[config.mk]
export PLATFORM = sky130hd
export DESIGN_NAME = mem_stage
export DESIGN_NICKNAME = d
export VERILOG_FILES = /design/src/rtl/mem_stage.sv
export SDC_FILE = /design/constraint.sdc
export NUM_CORES = 1
export LEC_CHECK = 0
export CAP_MARGIN = 10
export CELL_PAD_IN_SITES_DETAIL_PLACEMENT = 0
export CELL_PAD_IN_SITES_GLOBAL_PLACEMENT = 1
export CORE_MARGIN = 10
export CORE_UTILIZATION = 34
export CTS_CLUSTER_SIZE = 8
export DETAILED_ROUTE_END_ITERATION = 8
export PLACE_DENSITY_LB_ADDON = 0.25
export SYNTH_ARGS = -nofsm -noshare
export SYNTH_HDL_FRONTEND = slang
export SYNTH_SLANG_ARGS = --single-unit
[constraint.sdc]
create_clock -name clk -period 3.19 [get_ports clk]
set_input_delay 0.319 -clock clk [delete_from_list [all_inputs] [get_ports clk]]
set_output_delay 0.319 -clock clk [all_outputs]
set_load 0.02 [all_outputs]
[src/rtl/mem_stage.sv]
// rtl/mem_stage.sv - RISC-V memory-access stage with variable-latency data bus
// Optional feature: MEM_MISALIGN_TRAP_EN (misaligned accesses are flagged instead of aligned down)
module mem_stage (
  input  logic        clk,
  input  logic        reset,
  input  logic [31:0] EX_instr,
  input  logic [4:0]  EX_rd,
  input  logic [6:0]  EX_opcode,
  input  logic        EX_regwrite,
  input  logic [31:0] EX_r2,
  input  logic [31:0] EX_alu_result,
  input  logic [31:0] dmem_rdata,
  input  logic        dmem_ready,
  output logic        dmem_req,
  output logic        dmem_we,
  output logic [31:0] dmem_addr,
  output logic [3:0]  dmem_be,
  output logic [31:0] dmem_wdata,
  output logic        mem_stall,
  output logic [31:0] MEM_instr,
  output logic [4:0]  MEM_rd,
  output logic [6:0]  MEM_opcode,
  output logic        MEM_regwrite,
  output logic [31:0] MEM_result
`ifdef MEM_MISALIGN_TRAP_EN
  ,
  output logic        MEM_misaligned
`endif
);

  localparam logic [31:0] NOP = 32'h00000013;

  typedef enum logic {IDLE, WAIT} state_t;
  state_t state;

  logic        is_load, is_store, is_mem, misaligned, issue;
  logic [2:0]  f3;
  logic [1:0]  raw_off, off;
  logic [3:0]  be_c;
  logic [31:0] wdata_c;

  assign is_load  = (EX_opcode == 7'b0000011);
  assign is_store = (EX_opcode == 7'b0100011);
  assign is_mem   = is_load | is_store;
  assign f3       = EX_instr[14:12];
  assign raw_off  = EX_alu_result[1:0];

`ifdef MEM_MISALIGN_TRAP_EN
  assign misaligned = is_mem && (((f3[1:0] == 2'b01) && raw_off[0]) ||
                                 ((f3[1:0] == 2'b10) && (raw_off != 2'b00)));
  assign off        = raw_off;
`else
  // Without the trap, the offset snaps down to the access size's natural boundary.
  assign misaligned = 1'b0;
  assign off        = (f3[1:0] == 2'b01) ? {raw_off[1], 1'b0} :
                      (f3[1:0] == 2'b10) ? 2'b00 : raw_off;
`endif

  assign issue = is_mem && !misaligned;

  always_comb begin
    be_c    = 4'b1111;
    wdata_c = EX_r2;
    case (f3[1:0])
      2'b00: begin
        be_c    = 4'b0001 << off;
        wdata_c = {4{EX_r2[7:0]}};
      end
      2'b01: begin
        be_c    = 4'b0011 << off;
        wdata_c = {2{EX_r2[15:0]}};
      end
      default: ;
    endcase
  end

  assign mem_stall = (state == IDLE) ? issue : !dmem_ready;

  logic [1:0]  off_q;
  logic [2:0]  f3_q;
  logic [4:0]  rd_q;
  logic [31:0] instr_q, alu_q;
  logic [6:0]  opcode_q;
  logic        regwrite_q, is_load_q;
  logic [31:0] shifted, load_val;

  assign shifted = dmem_rdata >> {off_q, 3'b000};

  always_comb begin
    load_val = dmem_rdata;
    case (f3_q)
      3'b000:  load_val = {{24{shifted[7]}}, shifted[7:0]};
      3'b001:  load_val = {{16{shifted[15]}}, shifted[15:0]};
      3'b100:  load_val = {24'd0, shifted[7:0]};
      3'b101:  load_val = {16'd0, shifted[15:0]};
      default: load_val = dmem_rdata;
    endcase
  end

  always_ff @(posedge clk) begin
    if (!reset) begin
      state        <= IDLE;
      dmem_req     <= 1'b0;
      dmem_we      <= 1'b0;
      dmem_addr    <= 32'd0;
      dmem_be      <= 4'd0;
      dmem_wdata   <= 32'd0;
      MEM_instr    <= 32'd0;
      MEM_rd       <= 5'd0;
      MEM_opcode   <= 7'd0;
      MEM_regwrite <= 1'b0;
      MEM_result   <= 32'd0;
      off_q        <= 2'd0;
      f3_q         <= 3'd0;
      rd_q         <= 5'd0;
      instr_q      <= 32'd0;
      alu_q        <= 32'd0;
      opcode_q     <= 7'd0;
      regwrite_q   <= 1'b0;
      is_load_q    <= 1'b0;
`ifdef MEM_MISALIGN_TRAP_EN
      MEM_misaligned <= 1'b0;
`endif
    end else begin
      case (state)
        IDLE: begin
`ifdef MEM_MISALIGN_TRAP_EN
          MEM_misaligned <= misaligned;
`endif
          if (issue) begin
            off_q        <= off;
            f3_q         <= f3;
            rd_q         <= EX_rd;
            instr_q      <= EX_instr;
            alu_q        <= EX_alu_result;
            opcode_q     <= EX_opcode;
            regwrite_q   <= EX_regwrite;
            is_load_q    <= is_load;
            dmem_req     <= 1'b1;
            dmem_we      <= is_store;
            dmem_addr    <= {EX_alu_result[31:2], 2'b00};
            dmem_be      <= be_c;
            dmem_wdata   <= wdata_c;
            MEM_regwrite <= 1'b0;
            MEM_instr    <= NOP;
            state        <= WAIT;
          end else begin
            MEM_instr    <= EX_instr;
            MEM_rd       <= EX_rd;
            MEM_opcode   <= EX_opcode;
            MEM_regwrite <= EX_regwrite && !misaligned;
            MEM_result   <= EX_alu_result;
          end
        end
        WAIT: begin
          if (dmem_ready) begin
            dmem_req     <= 1'b0;
            MEM_instr    <= instr_q;
            MEM_rd       <= rd_q;
            MEM_opcode   <= opcode_q;
            MEM_regwrite <= regwrite_q;
            MEM_result   <= is_load_q ? load_val : alu_q;
            state        <= IDLE;
          end else begin
            MEM_regwrite <= 1'b0;
            MEM_instr    <= NOP;
          end
        end
        default: state <= IDLE;
      endcase
    end
  end

endmodule

==> run metrics, run 1 <==
global-route wire length before repair=48000 µm; Switching Fraction=27.0%; source-to-sink clock delay at the later pin of the worst-skew pair=0.43 ns; part of the total power dissipated in sequential elements=47.1%; final count of negative-setup-slack endpoints=0; fraction of the cycle the final worst path needs=79.3%; terminus of the critical flop-to-flop path=MEM_result[24]; Setup TNS Final=0 ns; final worst hold slack=0.397 ns; synthesized netlist cell count=1035; Register-to-Register Setup Slack=0.97 ns; sum of net half-perimeters after detailed placement=22400 µm; Gates resized, CTS repair=0; residual antenna-violating net count after detailed routing=0; Post-Synthesis Cell Area=0.00853 mm²; Netlist cell types=46; remaining max-slew budget at the tightest pin=60.9%; number of nets in the finished design=1390; vias in the first global route=8159; CP Depth=6; actual transition at the worst max-transition pin=0.583 ns; Pins Over Slew Limit=0; critical register-to-register path startpoint=state; cell count of the worst reg-to-reg path=5; # port buffers=289; setup repair after global routing missed its margin=false; Avg Synthesized Cell Area=8.24 µm²; total number of placement rows=57; effective utilization at floorplan=34.8%; antenna violations before repair=2; outcome=finished, final reports clean; die width=178 µm; Async S/R FF share, synth=0%; share of Yosys cell area claimed by the top area cell type=46.0%; count of buffers added by post-CTS timing repair for setup=0; kind of start point of the critical path=primary input; Maximum Capacitance Violations=0; number of buffers inserted by hold repair at cts=0; internal power consumption=0.00394 W; clock-pin slew on the worst setup and hold paths=0.07 ns; cell with the most instances after synthesis=sky130_fd_sc_hd__nand2_1; total cell area at the placement stage=0.0115 mm²; sequential cell area fraction in the yosys report=46.0%; Post-Route Skew=0.0197 ns; post-detailed-route via-to-cell ratio=5.13; share of layout cells above drive strength 1=6.51%; top fanout value on the critical path=5; Inst Count DP=1551; Crit Path Class=in2out; Max H-tree Level=4; DRT Wirelength=31700 µm; root buffer cell=sky130_fd_sc_hd__clkbuf_16; CP Capture Point=mem_stall; power per cell area=448 mW/mm²; Post-Layout Inst Area=0.0121 mm²; # IOs=292; area enclosed by the die boundary=0.0318 mm²; cell type with the highest aggregate area in the netlist=sky130_fd_sc_hd__dfxtp_1; maximum number of pins on one net before global-route repair=86; maximum clock frequency=395 MHz; number of standard cells in the layout, taps in and fillers out=1585; buffers and inverters on the worst path=4; Area growth syn-to-layout=41.5%; endpoints failing hold=0; synthesis warning total=0; post-DR wirelength/cell=20.0 µm; Residual DRC=0; most frequently used flop master after synthesis=sky130_fd_sc_hd__dfxtp_1; remaining global-route overflow=0; library cell appearing most often on the critical path=sky130_fd_sc_hd__clkdlybuf4s50_1; count of flip-flops with a built-in enable after synthesis=0; synthesis-stage register bit count=196; crit path from=EX_opcode[1]; placer congestion estimate=0.811; maximum clock insertion buffer count=2; cell family with the largest share of critical-path delay=buffers and inverters; cell-by-cell trace of the critical path=clkdlybuf4s50_1, nor4bb_1, buf_4, a21boi_4, inv_1, clkdlybuf4s50_1; router iterations before antenna repair=5; P_sw=0.00146 W; largest voltage drop on the vdd net=0.000275 V; clock tree sinks=196; Hold Path Class=in2reg; Floorplan Core Area=0.0245 mm²; clock network fraction of total power=40.1%; CTS tree=yes; Arr. time, crit path=2.21 ns; synth top area cells=sky130_fd_sc_hd__dfxtp_1 (46%), sky130_fd_sc_hd__nand2_1 (9.2%), sky130_fd_sc_hd__a21oi_1 (6.4%); critical path required time=2.87 ns; part of the total power dissipated in combinational logic=12.8%; final period demand of the worst path=2.53 ns; leading post-synthesis cells by instance count=sky130_fd_sc_hd__nand2_1 (209), sky130_fd_sc_hd__dfxtp_1 (196), sky130_fd_sc_hd__a21oi_1 (109), sky130_fd_sc_hd__nor2_1 (82), sky130_fd_sc_hd__clkbuf_1 (66); sort of element at the end of the critical path=output port; Max stage delay cell, worst path=sky130_fd_sc_hd__clkdlybuf4s50_1; die outline height=178 µm; Leak=4.17 nW; clock buffer count from CTS=17; detailed-route via count=8125; Max stage delay on crit path=0.63 ns; initial DRC count=606; global-route usage over all layers=19.3%
[how the worst min path moves through the flow]
| stage | from | to | cells past startpoint |
|---|---|---|---|
| final | reset | off_q[0] | 3 |
| after global routing | reset | alu_q[10] | 3 |
| after CTS | reset | opcode_q[1] | 3 |
| after detailed placement | opcode_q[5] | opcode_q[5] | 2 |
| after global placement | dmem_wdata[3] | dmem_wdata[3] | 2 |
| after floorplan | EX_opcode[5] | is_load_q | 1 |
[flip-flops by register name (all words and copies together) (netlist names)]
register,flops
opcode_q,7
MEM_rd,5
dmem_wdata,32
state,1
instr_q,30
dmem_be,4
MEM_opcode,7
MEM_instr,32
rd_q,5
MEM_regwrite,1
alu_q,32
MEM_result,32
f3_q,2
dmem_req,1
is_load_q,1
regwrite_q,1
off_q,2
dmem_we,1
[cells by family after synthesis]
family | synth area share, %
multiplexers | 6.47
flip-flops | 46.0
AO/OA/AOI/OAI | 23.7
AND/OR/NAND/NOR | 16.1
buffers and inverters | 7.62
other | 0.0440
[power by group through the flow]
stage,registers [W],clock network (W),logic [W]
final,0.00255,0.00217,0.000691
after global routing,0.00256,0.00233,0.000742
after CTS,0.00255,0.00225,0.000697
after detailed placement,0.00261,0,0.000694
after global placement,0.00260,0,0.000694
after floorplan,0.00268,0,0.000204
[tightest hold or removal path: cells and delay by family]
family	cells	cell delay, ns
buf+inv	2	0.30
simple gates	1	0.15
[per-layer routing]
layer | wire length (µm) | part of all wire, % | global-route usage, %
met2 | 14800 | 47 | 31.7
met4 | 327 | 1.0 | 4.31
met1 | 13500 | 42 | 23.1
met5 | 0 | 0 | 0
met3 | 3160 | 10 | 7.80
[stage by stage]
stage	setup WS, ns	power (W)	util, %
floorplan	1.21	0.00288	-
global placement	0.619	0.00330	46.8
detailed placement	0.635	0.00330	46.8
CTS	0.634	0.00549	49.2
global route	0.593	0.00562	49.2
finish	0.660	0.00541	49.2
[final cells by class]
| cell class | count | area, µm² |
|---|---|---|
| Fill cell | 2463 | 12500 |
| Multi-Input combinational cell | 708 | 3990 |
| Sequential cell | 196 | 3930 |
| Timing Repair Buffer | 311 | 3100 |
| Clock buffer | 18 | 439 |
| Tap cell | 324 | 405 |
| Clock inverter | 14 | 153 |
| Inverter | 12 | 47.5 |
| Antenna cell | 2 | 5.00 |
[cells in the final DEF, fill, tap and decap left out, drive strengths merged, types with 16 or more instances in the layout]
cell type	count
clkdlybuf4s50	288
nand2	209
dfxtp	196
a21oi	109
nor2	82
o21ai	54
mux2i	39
a211oi	37
a22oi	32
buf	23
nand3	19
o22ai	18
clkbuf	18
inv	18
o211ai	16
Power figures use the tool's default switching activity.
==> run 2: changes to the inputs <==
Settings changed: CORE_UTILIZATION 34 to 33.
Clock period 3.19 ns to 2.6 ns, I/O delays scaled along.
==> run metrics, run 2 (same netlist as run 1, synthesis figures left out) <==
endpoints failing hold=0 (unchanged); placer congestion estimate=0.813 (+0.27%); global-route usage over all layers=18.9% (-0.39 points); setup repair after global routing missed its margin=false; die outline height=181 µm (+1.3%); Setup TNS Final=0 ns (unchanged); source-to-sink clock delay at the later pin of the worst-skew pair=0.43 ns (about the same); final count of negative-setup-slack endpoints=0 (unchanged); outcome=finished, final reports clean; Residual DRC=0 (unchanged); Maximum Capacitance Violations=0 (unchanged); Inst Count DP=1568 (+1.1%); post-DR wirelength/cell=20.3 µm (+1.2%); cell family with the largest share of critical-path delay=buffers and inverters; Arr. time, crit path=2.25 ns (+0.04 ns); buffers and inverters on the worst path=4 (unchanged); Area growth syn-to-layout=43.8%; vias in the first global route=8071 (-1.1%); router iterations before antenna repair=5 (unchanged); commonest non-fill, non-tap cell in the layout=sky130_fd_sc_hd__clkdlybuf4s50_1; Gates resized, CTS repair=0 (unchanged); # port buffers=289 (unchanged); Hold Path Class=in2reg; actual transition at the worst max-transition pin=0.631 ns (+0.0487 ns); largest voltage drop on the vdd net=0.000357 V (+30%); initial DRC count=616 (+1.7%); clock tree sinks=196 (unchanged); root buffer cell=sky130_fd_sc_hd__clkbuf_16; leading cell types in the layout, fill and taps excluded=sky130_fd_sc_hd__clkdlybuf4s50_1 (288), sky130_fd_sc_hd__nand2_1 (208), sky130_fd_sc_hd__dfxtp_1 (195), sky130_fd_sc_hd__a21oi_1 (108), sky130_fd_sc_hd__nor2_1 (82); total number of placement rows=58 (+1.8%); pre-CTS setup slack=0.0631 ns (-0.572 ns); fraction of the cycle the final worst path needs=96.4%; Max stage delay on crit path=0.64 ns (about the same); remaining global-route overflow=0 (unchanged); residual antenna-violating net count after detailed routing=0 (unchanged); power per cell area=559 mW/mm² (+25%); Pins Over Slew Limit=0 (unchanged); top fanout value on the critical path=2 (-3); cell-by-cell trace of the critical path=clkdlybuf4s50_1, nor4bb_1, buf_4, a21boi_4, inv_1, clkdlybuf4s50_1; CTS tree=yes; remaining max-slew budget at the tightest pin=57.8% (-3.1 points); global-route wire length before repair=49400 µm (+3.0%); Max H-tree Level=4 (unchanged); die width=181 µm (+1.3%); detailed-route via count=8282 (+1.9%); Floorplan Core Area=0.0253 mm² (+3.2%); area enclosed by the die boundary=0.0327 mm² (+2.7%); Max stage delay cell, worst path=sky130_fd_sc_hd__clkdlybuf4s50_1; kind of start point of the critical path=primary input; clock buffer count from CTS=17 (unchanged); post-detailed-route via-to-cell ratio=5.18 (+0.98%); number of antenna repair diodes=0 (-2); # IOs=292 (unchanged); final period demand of the worst path=2.51 ns; total cell area at the placement stage=0.0116 mm² (+1.2%); maximum clock frequency=399 MHz; DRT Wirelength=32400 µm (+2.2%); clock-pin slew on the worst setup and hold paths=0.08 ns (about the same); number of buffers inserted by hold repair at cts=0 (unchanged); library cell appearing most often on the critical path=sky130_fd_sc_hd__clkdlybuf4s50_1; sort of element at the end of the critical path=output port; Crit Path Class=in2out; Post-Route Skew=0.0174 ns (-0.00229 ns); Leak=4.27 nW (+2.3%); number of standard cells in the layout, taps in and fillers out=1600 (+0.95%); count of buffers added by post-CTS timing repair for setup=0 (unchanged); sum of net half-perimeters after detailed placement=23400 µm (+4.3%); final-layout fill cell count=2497 (+1.4%); critical path required time=2.34 ns (-0.53 ns); number of nets in the finished design=1401 (+0.79%); Post-Layout Inst Area=0.0123 mm² (+1.6%); antenna violations before repair=0 (-2); maximum clock insertion buffer count=2 (unchanged); maximum number of pins on one net before global-route repair=86 (unchanged); fin worst setup slack=0.0924 ns (-0.568 ns); effective utilization at floorplan=33.7% (-1.1 points); share of layout cells above drive strength 1=7.32% (+0.81 points)
## run 2: through the flow
stage               power (W)  hold slack, ns  util [%]
global placement      0.00406           0.441      45.9
CTS                   0.00696           0.271      48.4
finish                0.00686           0.286      48.4
global route          0.00716           0.296      48.4
floorplan             0.00354           0.350         -
detailed placement    0.00406           0.446      45.9
## run 2: path summary, 6_finish.rpt
check | from | endpoint | slack [ns] | cells after the start
max | EX_opcode[1] | mem_stall | 0.09 | 6
min reg2reg | rd_q[4] | rd_q[4] | 0.46 | 2
max reg2reg | off_q[0] | MEM_result[22] | 0.44 | 6
min | reset | alu_q[3] | 0.29 | 3
## run 2: tightest hold or removal path: cells and delay by family
kind | cells | cell delay (ns)
AOI/OAI and AO/OA | 1 | 0.15
buffers and inverters | 2 | 0.27
## run 2: final cells by class
type / count / area (µm²) / share of cell area [%]
clock inverters: 15 / 220 / 1.80
repair buffers: 322 / 3240 / 26.4
well taps: 330 / 413 / 3.37
clock buffers: 17 / 425 / 3.47
inverters: 12 / 47.5 / 0.388
multi-input cells: 708 / 3990 / 32.6
flip-flops and latches: 196 / 3930 / 32.0
## run 2: power by group
group	leakage [nW]	switching [W]	internal, W
logic	2.36	0.000416	0.000440
registers	1.60	0.0000437	0.00308
clock network	0.311	0.00144	0.00143
## run 2: per-layer routing
metal  share of wire [%]  track usage [%]  wire length (µm)
met5                   0                0                 0
met4                0.93             3.67               303
met3                  11             7.49              3450
met2                  47             30.6             15100
met1                  42             23.2             13500
==> run 3: changes to the inputs <==
Settings changed: CORE_MARGIN 10 to unset.
==> run metrics, run 3 (same netlist as run 1, synthesis figures left out) <==
vias in the first global route=8042 (-0.36%); critical path required time=2.34 ns (about the same); setup repair after global routing missed its margin=false; fin worst setup slack=0.269 ns (+0.176 ns); number of buffers inserted by hold repair at cts=0 (unchanged); DRT Wirelength=29800 µm (-8.0%); leading cell types in the layout, fill and taps excluded=sky130_fd_sc_hd__clkdlybuf4s50_1 (288), sky130_fd_sc_hd__nand2_1 (208), sky130_fd_sc_hd__dfxtp_1 (195), sky130_fd_sc_hd__a21oi_1 (108), sky130_fd_sc_hd__nor2_1 (82); global-route wire length before repair=45800 µm (-7.4%); Inst Count DP=1569 (+0.064%); die outline height=163 µm (-10%); # IOs=292 (unchanged); Residual DRC=0 (unchanged); remaining max-slew budget at the tightest pin=61.2% (+3.4 points); clock-pin slew on the worst setup and hold paths=0.08 ns (about the same); Leak=4.25 nW (-0.42%); Arr. time, crit path=2.07 ns (-0.18 ns); commonest non-fill, non-tap cell in the layout=sky130_fd_sc_hd__clkdlybuf4s50_1; number of standard cells in the layout, taps in and fillers out=1602 (+0.13%); largest voltage drop on the vdd net=0.000334 V (-6.5%); sort of element at the end of the critical path=output port; source-to-sink clock delay at the later pin of the worst-skew pair=0.44 ns (about the same); final period demand of the worst path=2.33 ns (-0.176 ns); Max H-tree Level=4 (unchanged); remaining global-route overflow=0 (unchanged); CTS tree=yes; Hold Path Class=in2reg; pre-CTS setup slack=0.231 ns (+0.168 ns); fraction of the cycle the final worst path needs=89.7% (-6.8 points); actual transition at the worst max-transition pin=0.580 ns (-0.0515 ns); sum of net half-perimeters after detailed placement=21100 µm (-9.8%); total cell area at the placement stage=0.0116 mm² (about the same); clock buffer count from CTS=17 (unchanged); top fanout value on the critical path=5 (+3); maximum clock insertion buffer count=2 (unchanged); number of nets in the finished design=1402 (+0.071%); Crit Path Class=in2out; Pins Over Slew Limit=0 (unchanged); count of buffers added by post-CTS timing repair for setup=0 (unchanged); final count of negative-setup-slack endpoints=0 (unchanged); # port buffers=289 (unchanged); router iterations before antenna repair=6 (+1); Post-Layout Inst Area=0.0122 mm² (-0.16%); share of layout cells above drive strength 1=7.32% (about the same); effective utilization at floorplan=33.8% (+0.097 points); post-DR wirelength/cell=18.6 µm (-8.1%); outcome=finished, final reports clean; initial DRC count=529 (-14%); clock tree sinks=196 (unchanged); global-route usage over all layers=22.5% (+3.6 points); maximum clock frequency=429 MHz (+7.6%); Setup TNS Final=0 ns (unchanged); Floorplan Core Area=0.0253 mm² (-0.29%); total number of placement rows=58 (unchanged); antenna violations before repair=0 (unchanged); die width=163 µm (-10%); power per cell area=548 mW/mm² (-2.0%); maximum number of pins on one net before global-route repair=59 (-31%); Gates resized, CTS repair=0 (unchanged); Maximum Capacitance Violations=0 (unchanged); kind of start point of the critical path=primary input; Util after Layout=48.5% (+0.060 points); Area growth syn-to-layout=43.5%; endpoints failing hold=0 (unchanged); post-detailed-route via-to-cell ratio=5.16 (-0.22%); area enclosed by the die boundary=0.0265 mm² (-19%); root buffer cell=sky130_fd_sc_hd__clkbuf_16; detailed-route via count=8274 (-0.097%); Post-Route Skew=0.0137 ns (-0.00379 ns); residual antenna-violating net count after detailed routing=0 (unchanged); placer congestion estimate=0.843 (+3.7%)
==> run 3: path summary, 6_finish.rpt <==
check / depth (start not counted) / slack [ns] / endpoint / startpoint
max: 6 / 0.27 / mem_stall / EX_opcode[1]
min: 3 / 0.24 / dmem_be[0] / reset
max reg2reg: 5 / 0.56 / MEM_result[16] / off_q[0]
min reg2reg: 2 / 0.46 / dmem_wdata[7] / dmem_wdata[7]
==> run 3: stage by stage <==
stage,power (W),hold WS (ns)
floorplan,0.00354,0.350
global placement,0.00406,0.441
detailed placement,0.00406,0.446
CTS,0.00681,0.222
global route,0.00699,0.253
finish,0.00671,0.239
==> run 3: layout make-up <==
class | instances | area, µm²
sequential | 196 | 3930
antenna | 1 | 2.50
tap | 330 | 413
timing repair buffer | 323 | 3240
multi-input combinational | 708 | 3990
fill | 2502 | 13000
clock inverter | 14 | 178
inverter | 12 | 47.5
clock buffer | 18 | 439
==> run 3: power breakdown <==
group | leakage [nW] | internal (W) | switching [W]
Combinational | 2.36 | 0.000441 | 0.000416
Sequential | 1.60 | 0.00308 | 0.0000417
Clock | 0.292 | 0.00134 | 0.00138
==> run 3: layer usage <==
| metal | part of all wire [%] | routed length [µm] | global-route usage [%] |
|---|---|---|---|
| met1 | 43 | 12800 | 28.8 |
| met2 | 47 | 14100 | 36.6 |
| met3 | 8.3 | 2480 | 6.16 |
| met4 | 1.6 | 488 | 7.01 |
| met5 | 0 | 0 | 0 |
==> run 3: critical path, stage by stage <==
cell                              delay (ns)
sky130_fd_sc_hd__clkdlybuf4s50_1        0.47
sky130_fd_sc_hd__nor4bb_1               0.28
sky130_fd_sc_hd__buf_4                  0.22
sky130_fd_sc_hd__a21boi_4               0.06
sky130_fd_sc_hd__inv_1                  0.14
sky130_fd_sc_hd__clkdlybuf4s50_1        0.63
==> edit 1, RTL diff (flow settings as in run 2) <==
The option `MEM_MISALIGN_TRAP_EN` is turned on by a define.
--- a/src/rtl/mem_stage.sv
+++ b/src/rtl/mem_stage.sv
@@ -1,5 +1,7 @@
 // rtl/mem_stage.sv - RISC-V memory-access stage with variable-latency data bus
 // Optional feature: MEM_MISALIGN_TRAP_EN (misaligned accesses are flagged instead of aligned down)
+`define MEM_MISALIGN_TRAP_EN
+
 module mem_stage (
   input  logic        clk,
   input  logic        reset,
Behaviour (old outputs only; new: MEM_misaligned): not the same (a bounded check fails within 4 cycles, from zero or initial values and one cycle with reset low).
==> edit 1 against run 2 <==
Die area grew 5.1%. Power shrank 2.5%. Cell area grew 3.8%. Routed wire length is essentially flat. Setup slack gained 230 ps. Sequential cell count shrank 1. Synthesized cell count is the same. Clock power shrank 6%. Sequential share of layout area shrank 1.3 points. Cell count grew 1.0%. Area after synthesis grew 5.7%. First-iteration DRC count shrank 9.1%. Utilization shrank 1.2 points.
==> edit 1: results (changes against run 2) <==
Routing
  • Vias: 8305 (+0.28%)
  • Total Wirelength: 32.4 mm (about the same)

Synth
  • Top post-synthesis cells by count: 238 x nand2_1, 195 x dfxtp_1, 60 x a21boi_1
  • Area fraction in compound gates after synthesis: 27.4% (+3.6 points)
  • Mux cell area share after synthesis: 5.15% (-1.3 points)
  • Area contributors post-synth: dfxtp_1 43%, nand2_1 9.9%, a21boi_1 5.0%
  • Avg Cell Area, Syn: 8.71 µm² (+5.7%)
  • Share of the yosys chip area belonging to registers: 43.3% (-2.7 points)

Setup path
  • R2R setup slack: 520 ps (+80 ps)
  • Max incr delay on CP: 470 ps (-170 ps)
  • Worst r2r src: off_q[0]$_SDFFE_PN0P_
  • WP data arrival: 2020 ps (-230 ps)
  • CP max stage cell: o31a_2
  • Cell count of the worst reg-to-reg path: 7 (+1)
  • Crit. Startpoint: EX_opcode[2]

Cells and area
  • Share of cells above drive strength 1: 7.63% (+0.31 points)
  • Clkbuf count: 17 (unchanged)
  • ANT cells: 4 (+4)
  • Fraction of area in registers: 30.7% (-1.3 points)
  • Largest registers: MEM_instr (32), MEM_result (32), dmem_wdata (32)
  • Non-clk buf share: 26.0% (-0.37 points)
  • Inverters: 7 (-5)
  • ClkCell Share: 4.67% (-0.60 points)
  • Non-CTS buffers: 328 (+1.9%)
  • FILL cells: 2590 (+3.7%)
  • Final-stage net count: 1402 (+0.071%)
  • Multi-input gate area: 4450 µm² (+12%)
  • Multi-input combinational cell count: 709 (+0.14%)

Place
  • Placed cells: 1580 (+0.77%)
  • PortBufs: 290 (+0.35%)
  • Hpwl dp: 23.7 mm (+1.5%)
  • GPL Wtd Cong: 0.836 (+2.8%)
  • Pre-CTS WS: 205 ps (+142 ps)

Global routing
  • Largest net degree at the start of global routing: 76 (-12%)
  • Overall global routing resource usage: 18.3% (-0.56 points)
  • Number of global-route vias before repair: 8170 (+1.2%)
  • Global-route wire length before repair: 48.7 mm (-1.5%)
  • Initial antenna violation count: 6 (+6)

STA
  • Final Worst Setup Slack: 322 ps (+230 ps)
  • Clk_skew: 17.2 ps (-0.278 ps)
  • Hold_ws: 285 ps (-0.344 ps)
  • Normalized max-slew margin: 52.6% (-5.2 points)

Clock network
  • Clock net sink count: 195 (-0.51%)
  • Root buf cell: clkbuf_16

Status
  • Status: complete, no violations

Min path
  • Hold path depth: 2 (-1)

Power
  • Leak: 4.71 nW (+10%)
  • P_sw: 1.76 mW (-7.1%)
  • Peak supply drop: 351 µV (-1.7%)
  • Comb power frac: 13.2% (+0.7 points)
-- edit 1: cell count changes after synthesis, sizes merged, moves of 11 or more --
cell    before  now
o211a        0   29
a21oi      109    7
nor2        82    9
o221ai       2   22
buf         54   74
nand3       19    8
a211oi      37    1
nor2b        2   34
o22ai       18    5
nand2      209  238
o21a         0   18
a21boi       6   91
a31oi        1   18
clkbuf      66   51
-- edit 1: per-layer routing --
metal  global-route usage (%)  vias to the layer above  share of wire, %  wire [µm]
met1                     22.7                     3910                44      14200
met3                     7.05                       25               9.0       2920
met5                        0                        -             0.068         22
met4                     5.10                        4               1.5        476
li1                         -                     4084                 -          -
met2                     28.9                      282                46      14800
-- edit 1: per-stage QoR --
step                      area (µm²)  utilization [%]
after floorplan                 9020                -
after detailed placement       12100             45.0
after global routing           12700             47.2
final                          12700             47.2
after global placement         12100             45.0
after CTS                      12700             47.2
==> edit 2, RTL diff (settings of run 2) <==
Without the edit above. Make the reset (`reset`) asynchronous in one clocked block.
--- a/src/rtl/mem_stage.sv
+++ b/src/rtl/mem_stage.sv
@@ -97,7 +97,7 @@
     endcase
   end
 
-  always_ff @(posedge clk) begin
+  always_ff @(posedge clk or negedge reset) begin
     if (!reset) begin
       state        <= IDLE;
       dmem_req     <= 1'b0;
Formal check against the unedited RTL: differs if reset is asserted again (counterexample within 4 cycles, from zero or initial values and one cycle with reset low); with reset held inactive, the same outputs for 4 cycles.
==> edit 2 against run 2 <==
Register-to-register slack improved by 300 ps. Area after synthesis grew 16%. Routed wire length up 10%. Critical path depth down 2. Clock skew down 5.3 ps. Setup slack better by 62 ps. Cell area grew 11%. Sequential cell count did not move.
Power is not compared: it rests on default switching activity, and its combinational part moved more than twofold at a synthesized area within 25%.
==> edit 2: results (changes against run 2) <==
Power
  • Leak: 6.06 nW
  • P_sw: 2.91 mW
  • Seq pwr share: 43.2%

Setup path
  • CP Max Fanout: 3 (+1)
  • WP data arrival: 2190 ps (-60 ps)

Place
  • GPL Wtd Cong: 0.784 (-3.6%)
  • Hpwl dp: 25.7 mm (+10%)
  • Area after DPL: 13000 µm² (+12%)
  • Pre-CTS WS: 155 ps (+92.3 ps)
  • PortBufs: 289 (unchanged)

Synth
  • Post-synth cell types: 62 (+35%)
  • Share of the yosys chip area belonging to registers: 49.6% (+3.6 points)
  • Xor/xnor share of the synthesized area: 0% (unchanged)
  • Top post-synthesis cells by count: 312 x nand2_1, 196 x dfrtp_1, 52 x buf_4
  • Mux cell area share after synthesis: 5.54% (-0.93 points)
  • Synth Register Bits: 196 (unchanged)
  • Area contributors post-synth: dfrtp_1 50%, nand2_1 12%, mux2i_1 4.6%
  • Area fraction in compound gates after synthesis: 19.0% (-4.8 points)
  • Asr flop ratio synth: 100% (+100 points)
  • YS warnings: 0 (unchanged)

Cells and area
  • ANT cells: 2 (+2)
  • Final-stage net count: 1419 (+1.3%)
  • Non-CTS buffers: 326 (+1.2%)
  • Non-clk buf share: 24.2% (-2.2 points)
  • Share of cells above drive strength 1: 7.92% (+0.60 points)
  • ClkCell Share: 4.06% (-1.2 points)
  • Inverters: 8 (-4)
  • Fraction of area in registers: 36.2% (+4.2 points)
  • Multi-input combinational cell count: 726 (+2.5%)
  • Multi-input gate area: 4290 µm² (+7.5%)
  • FILL cells: 2930 (+17%)

Global routing
  • Initial antenna violation count: 2 (+2)
  • Overall global routing resource usage: 18.8% (-0.079 points)
  • Global-route wire length before repair: 54.1 mm (+9.5%)
  • Number of global-route vias before repair: 8914 (+10%)
  • Largest net degree at the start of global routing: 97 (+13%)

Routing
  • Vias per inst: 5.12 (-1.1%)
  • Iteration-0 DRC Markers: 539 (-13%)
  • Drt first pass iters: 5 (unchanged)
  • Total Wirelength: 35.7 mm (+10%)

Clock network
  • Root buf cell: clkbuf_16
  • H-tree depth: 4 (unchanged)
  • PostCTS Resize Cnt: 0 (unchanged)
  • Cts hold-fix bufs: 1 (+1)
  • Setup Buffers After CTS: 0 (unchanged)
  • TritonCTS Buffers: 17 (unchanged)
  • Worst-skew pair later-pin latency: 440 ps
  • Reg clk slew, reported paths: 80 ps (about the same)

STA
  • Worst slew pin tran: 618 ps (-13.1 ps)
  • Clk_skew: 12.2 ps (-5.27 ps)

Min path
  • HP Class: input pin to asynchronous set/reset pin

Status
  • Status: complete, no violations

Die
  • Die ar.: 37300 µm² (+14%)
-- edit 2: cell count changes in the layout (fill, tap and decap cells not counted), moves of 17 or more --
cell | run 2 | this run
a21oi_1 | 108 | 32
a22o_1 | 0 | 30
a22oi_1 | 32 | 0
and3_1 | 4 | 22
dfrtp_1 | 0 | 194
dfxtp_1 | 195 | 0
nand2_1 | 208 | 312
nor2_1 | 82 | 35
o22ai_1 | 18 | 1
-- edit 2: through the flow --
step | utilization, % | cells | total power, mW
finish | 45.7 | 1680 | 8.74
floorplan | - | 1044 | 5.10
global placement | 43.8 | 1645 | 6.25
detailed placement | 43.8 | 1645 | 6.27
CTS | 45.7 | 1678 | 8.86
global route | 45.7 | 1679 | 9.23
-- edit 2: per-layer routing --
metal	track usage, %	share of wire [%]	vias up
li1	-	-	4116
met1	24.1	43	4193
met2	29.3	46	259
met3	6.21	8.1	31
met4	6.27	2.4	0
met5	0	0	-
-- edit 2: path summary, 6_finish.rpt --
kind / startpoint / end / slack, ps / cells after the start
worst min register to register: instr_q[21]$_DFFE_PN0P_ / instr_q[21]$_DFFE_PN0P_ / 480 / 2
max in group asynchronous: reset / MEM_instr[26]$_DFF_PN0_ / 1480 / 3
worst min-delay path: reset / alu_q[11]$_DFFE_PN0P_ / 360 / 2
min in group clk: EX_alu_result[15] / alu_q[15]$_DFFE_PN0P_ / 370 / 3
worst max register to register: off_q[0]$_DFFE_PN0P_ / MEM_result[10]$_DFFE_PN0P_ / 740 / 4
worst max-delay path: EX_opcode[3] / mem_stall / 150 / 4
-- edit 2: cell families after synthesis --
family / count (synthesis)
compound gates: 246
mux: 53
simple gates: 425
buf+inv: 122
other cells: 1
flops: 196
-- edit 2: worst max-delay path, stage by stage --
cell and delay, ps:
clkdlybuf4s50_1 430, nand4bb_1 420, o31ai_4 400, clkdlybuf4s50_1 670
